===== config.mk =====
export PLATFORM = sky130hd
export DESIGN_NAME = register_file
export DESIGN_NICKNAME = d
export VERILOG_FILES = /design/src/rtl/regfile_pkg.sv /design/src/rtl/regfile_read_port.sv /design/src/rtl/register_file.sv
export SDC_FILE = /design/constraint.sdc
export NUM_CORES = 2
export LEC_CHECK = 0
export CAP_MARGIN = 30
export CORE_MARGIN = 1.5
export CORE_UTILIZATION = 25
export DETAILED_ROUTE_END_ITERATION = 8
export PLACE_DENSITY_LB_ADDON = 0.25
export SYNTH_ARGS = -nofsm -noshare
export SYNTH_HDL_FRONTEND = slang
export SYNTH_SLANG_ARGS = --single-unit
export TNS_END_PERCENT = 1

===== constraint.sdc =====
create_clock -name clk -period 1.97 [get_ports clk]
set_input_delay 0.4925 -clock clk [delete_from_list [all_inputs] [get_ports clk]]
set_output_delay 0.4925 -clock clk [all_outputs]
set_load 0.1 [all_outputs]

===== src/rtl/regfile_pkg.sv =====
// regfile_pkg: shared width constants and typedefs for the register file and ALU-side modules
package regfile_pkg;
   localparam int DATA_W   = 32;
   localparam int ADDR_W   = 5;
   localparam int NUM_REGS = 2**ADDR_W;
   localparam int ZERO_REG = 0;
   typedef logic [DATA_W-1:0] data_t;
   typedef logic [ADDR_W-1:0] idx_t;
endpackage


===== src/rtl/regfile_read_port.sv =====
// regfile_read_port: index decode, zero-register forcing, registered output; REGFILE_BYPASS_EN adds write-through
module regfile_read_port #(
   parameter int DATA_W = regfile_pkg::DATA_W,
   parameter int ADDR_W = regfile_pkg::ADDR_W
) (
   input  logic              clk,
   input  logic              rst,
   input  logic              rd_en,
   input  logic [ADDR_W-1:0] read_reg,
   input  logic [DATA_W-1:0] regs [2**ADDR_W],
`ifdef REGFILE_BYPASS_EN
   input  logic              reg_write,
   input  logic [ADDR_W-1:0] write_reg,
   input  logic [DATA_W-1:0] write_data,
`endif
   output logic [DATA_W-1:0] read_data
);
   import regfile_pkg::*;
   logic [DATA_W-1:0] sel;
   // Index 0 wins over the bypass so a same-edge write to r0 still reads 0
   always_comb begin
      sel = (read_reg == ADDR_W'(ZERO_REG)) ? '0 :
`ifdef REGFILE_BYPASS_EN
            (reg_write && write_reg == read_reg) ? write_data :
`endif
            regs[read_reg];
   end
   always_ff @(posedge clk) begin
      if (rst) read_data <= '0;
      else if (rd_en) read_data <= sel;
   end
endmodule


===== src/rtl/register_file.sv =====
// register_file: 32x32 two-read/one-write register file with registered reads
// Define REGFILE_BYPASS_EN for write-through on same-edge read/write of one index.
module register_file #(
   parameter int DATA_W = regfile_pkg::DATA_W,
   parameter int ADDR_W = regfile_pkg::ADDR_W
) (
   input  logic              clk,
   input  logic              rst,
   input  logic              rd_en,
   input  logic [ADDR_W-1:0] read_reg1,
   input  logic [ADDR_W-1:0] read_reg2,
   output logic [DATA_W-1:0] read_data1,
   output logic [DATA_W-1:0] read_data2,
   output logic              rd_valid,
   input  logic              reg_write,
   input  logic [ADDR_W-1:0] write_reg,
   input  logic [DATA_W-1:0] write_data
);
   import regfile_pkg::*;
   localparam int NUM_REGS = 2**ADDR_W;
   logic [DATA_W-1:0] regs [NUM_REGS];
   always_ff @(posedge clk) begin
      if (rst) begin
         for (int i = 0; i < NUM_REGS; i++) regs[i] <= '0;
         rd_valid <= 1'b0;
      end else begin
         if (reg_write && write_reg != ADDR_W'(ZERO_REG)) regs[write_reg] <= write_data;
         rd_valid <= rd_en;
      end
   end
   regfile_read_port #(.DATA_W(DATA_W), .ADDR_W(ADDR_W)) u_port1 (
      .clk       (clk),
      .rst       (rst),
      .rd_en     (rd_en),
      .read_reg  (read_reg1),
      .regs      (regs),
`ifdef REGFILE_BYPASS_EN
      .reg_write (reg_write),
      .write_reg (write_reg),
      .write_data(write_data),
`endif
      .read_data (read_data1)
   );
   regfile_read_port #(.DATA_W(DATA_W), .ADDR_W(ADDR_W)) u_port2 (
      .clk       (clk),
      .rst       (rst),
      .rd_en     (rd_en),
      .read_reg  (read_reg2),
      .regs      (regs),
`ifdef REGFILE_BYPASS_EN
      .reg_write (reg_write),
      .write_reg (write_reg),
      .write_data(write_data),
`endif
      .read_data (read_data2)
   );
endmodule


==> run_results.csv <==
group,metric,value,unit
final_layout,drive_gt1_share,22.7,%
sta,final-max-slew-violation-count,0,
floorplan,io_pins,116,
sta,rsz0062_at_grt,"false",
pwr,p_leak,23.4,nW
grt,antenna_found_initial,3,
pwr,switching_power,0.0140,W
clocking,cts_made_buffers,132,
clocking,clkSinkCount,1089,
floorplan,rows,170,
grt,grt_max_degree,126,
placement,preCtsSetupSlack,-0.491,ns
worst_setup_path,critPathBufInv,1,
pwr,clockPowerShare,46.9,%
clocking,tritoncts,"yes",
routing,via_per_inst,5.32,
worst_setup_path,critPathRequiredTime,1.48,ns
sta,worstMarginPinSlew,0.741,ns
clocking,cts_hold_repair.buffers,0,
pwr,pwr-share-seq,42.6,%
worst_setup_path,rr_startpoint,"regs[657]$_SDFFE_PP0P_",
routing,firstDrtPassIters,6,
worst_setup_path,worstSetupStartpoint,"u_port1.read_data[20]$_SDFFE_PP0P_",
worst_setup_path,rr_endpoint,"u_port1.read_data[17]$_SDFFE_PP0P_",
clocking,insertion_delay,0.79,ns
clocking,htree_levels,4,
clocking,postCtsSetupRepairBufs,0,
placement,dp_hpwl,164000,microns
routing,drt_iter0_drc,5381,
worst_setup_path,cp-start-kind,"register",
routing,drc_errors,0,
pwr,intPower,0.0387,W
sta,post-route-period-util,98.2,%
sta,tns,0,ns
worst_setup_path,end_kind,"primary output",
grt,grt_pass1_wl,353000,microns
sta,slew_headroom,50.2,%
grt,track_usage,22.2,%
pwr,peakVddDrop,0.000802,V
yosys,yosysMostFrequentCell,"nand2_1",
grt,grt_pass1_vias,47300,
worst_setup_path,crit_type,"register to primary output",
floorplan,die_x,468,microns
floorplan,die_h,468,microns
worst_setup_path,rr_worst_depth,5,
final_layout,n_fill_cell,21800,
pwr,p_per_area,765,nW/um^2
sta,setup_violations,0,
sta,holdWs,0.115,ns
yosys,synthTopCellsByCount,"nand2_1, dfxtp_1, a21oi_1",
clocking,cts_resized,53,
yosys,ys.warnings.count,0,
worst_setup_path,cp_max_fo,2,
flow_run,maxCapViolCount,0,
final_layout,layout.nets,6375,
yosys,synth-seq-cells,1089,
worst_setup_path,path_cells,"buf_12",
sta,clock_skew,0.0264,ns
worst_hold_path,hold_path.class,"input pin to register",
routing,num_vias,49300,
sta,max_clock_freq,517,MHz
placement,gp_congestion,0.876,
worst_setup_path,crit_arrival,1.44,ns
final_layout,final-seq-area,21900,sq um
sta,fin_ws,0.0353,ns
clocking,path_clk_slew,0.06,ns
final_layout,multi_input_area,29600,sq um
sta,hold_violations,0,
clocking,clockBufferDepth,3,
worst_setup_path,cp_slowest_cell,"dfxtp_1",
floorplan,die-area,219000,sq um
sta,fin_crit,1.93,ns
worst_setup_path,crit_end,"read_data1[20]",
floorplan,fp.coreArea,215000,sq um
yosys,ys.flop_type,"dfxtp_1",
yosys,synth_nets,6167,
yosys,synthDominantCellAreaShare,40.4,%
worst_setup_path,crit_family,"flip-flops",
yosys,ys_seq_area_share,40.4,%
yosys,netlist_area,54000,sq um
yosys,synthesis.instances,6116,
pwr,p_sw_share,26.5,%
floorplan,initial_core_util,25.1,%
yosys,yosys.area.top_type,"dfxtp_1",
yosys,yosysUniqueCellTypes,37,
yosys,async_reset_ff_share,0,%
pwr,power_frac_comb,10.5,%
status,status,"finished clean",
yosys,avgSynthCellArea,8.82,sq um
worst_setup_path,r2r_slack,0.26,ns
yosys,synth-edff-count,0,
clocking,cts_root_buf,"clkbuf_16",
routing,drt-wirelength-per-cell,26.7,microns
yosys,synth.area.top_cells,"dfxtp_1, mux4_2, nand2_1",
routing,postRouteAntennaNets,0,
worst_setup_path,cpPeakStageDelay,0.44,ns
final_layout,area_delta_synth_final,27.5,%
placement,port_buffers,115,
worst_setup_path,worstSetupPathDepth,1,
routing,wl,248000,microns
grt,grt-ovfl-total,0,
## cell type report
type                            instances  share of cell area [%]
Multi-Input combinational cell       4389                    43.1
Clock inverter                         38                   0.513
Timing Repair Buffer                  712                    13.7
Sequential cell                      1089                    31.8
Tap cell                             2838                    5.16
Clock buffer                          194                    5.73
Antenna cell                            2                 0.00727
## flip-flops by register name (all words and copies together) (netlist names)
signal	count
u_port1.read_data	32
regs	1024
rd_valid	1
u_port2.read_data	32
## power by group through the flow
stage	registers, W	clock network, W	logic, W
floorplan	0.0231	0	0.00245
global placement	0.0229	0	0.00546
detailed placement	0.0229	0	0.00548
CTS	0.0224	0.0250	0.00549
global route	0.0224	0.0259	0.00572
finish	0.0224	0.0247	0.00551
## cells in the final DEF, fill, tap and decap left out, types with 28 or more instances in the layout
cell type        instances
nand2_1               1985
a21oi_1               1086
dfxtp_1               1042
mux4_2                 384
mux2i_1                360
buf_4                  348
buf_12                 316
clkbuf_16              138
a22oi_1                128
or2_2                   64
o311ai_1                64
nor2b_1                 59
a32o_1                  54
and2_1                  41
clkdlybuf4s50_1         41
dfxtp_2                 41
nand2_2                 33
clkbuf_8                29
clkbuf_1                28
## per-stage QoR
| stage | cells | area, sq um | utilization [%] | power, W |
|---|---|---|---|---|
| floorplan | 6116 | 54000 | - | 0.0256 |
| global placement | 9028 | 64400 | 30.0 | 0.0284 |
| detailed placement | 9028 | 64400 | 30.0 | 0.0284 |
| CTS | 9260 | 68800 | 32.1 | 0.0529 |
| global route | 9260 | 68800 | 32.1 | 0.0541 |
| finish | 9262 | 68800 | 32.1 | 0.0526 |
## routing by layer
| layer | global-route usage (%) | up-vias | routed length [microns] |
|---|---|---|---|
| li1 | - | 21800 | - |
| met5 | 0 | - | 0 |
| met3 | 3.03 | 489 | 17700 |
| met2 | 35.8 | 2336 | 115000 |
| met4 | 9.67 | 0 | 11300 |
| met1 | 29.4 | 24700 | 104000 |
## cells by family (layout without fill, tap and decap cells)
group | count (synthesis) | count (layout) | share of synthesized area (%)
AO/OA/AOI/OAI | 1392 | 1392 | 14.8
buffers and inverters | 638 | 944 | 5.34
flip-flops | 1089 | 1089 | 40.4
multiplexers | 744 | 744 | 22.7
other | 0 | 2 | 0
AND/OR/NAND/NOR | 2253 | 2253 | 16.8
## tightest hold or removal path, cell delays in order
cell	delay [ns]
buf_8	0.12
nor2b_1	0.05
buf_4	0.17
## worst min-delay path by stage
stage                      startpoint                     end  slack (ns)  cells past startpoint
2_1_floorplan  regs[161]$_SDFFE_PP0P_  regs[161]$_SDFFE_PP0P_        0.44                      2
3_3_place_gp   regs[315]$_SDFFE_PP0P_  regs[315]$_SDFFE_PP0P_        0.45                      2
3_5_place_dp   regs[953]$_SDFFE_PP0P_  regs[953]$_SDFFE_PP0P_        0.46                      2
4_1_cts                           rst     rd_valid$_SDFF_PP0_        0.08                      3
5_1_grt                           rst     rd_valid$_SDFF_PP0_        0.11                      3
6_report                          rst     rd_valid$_SDFF_PP0_        0.12                      3
Note: power is estimated with default switching activity, not from simulation.
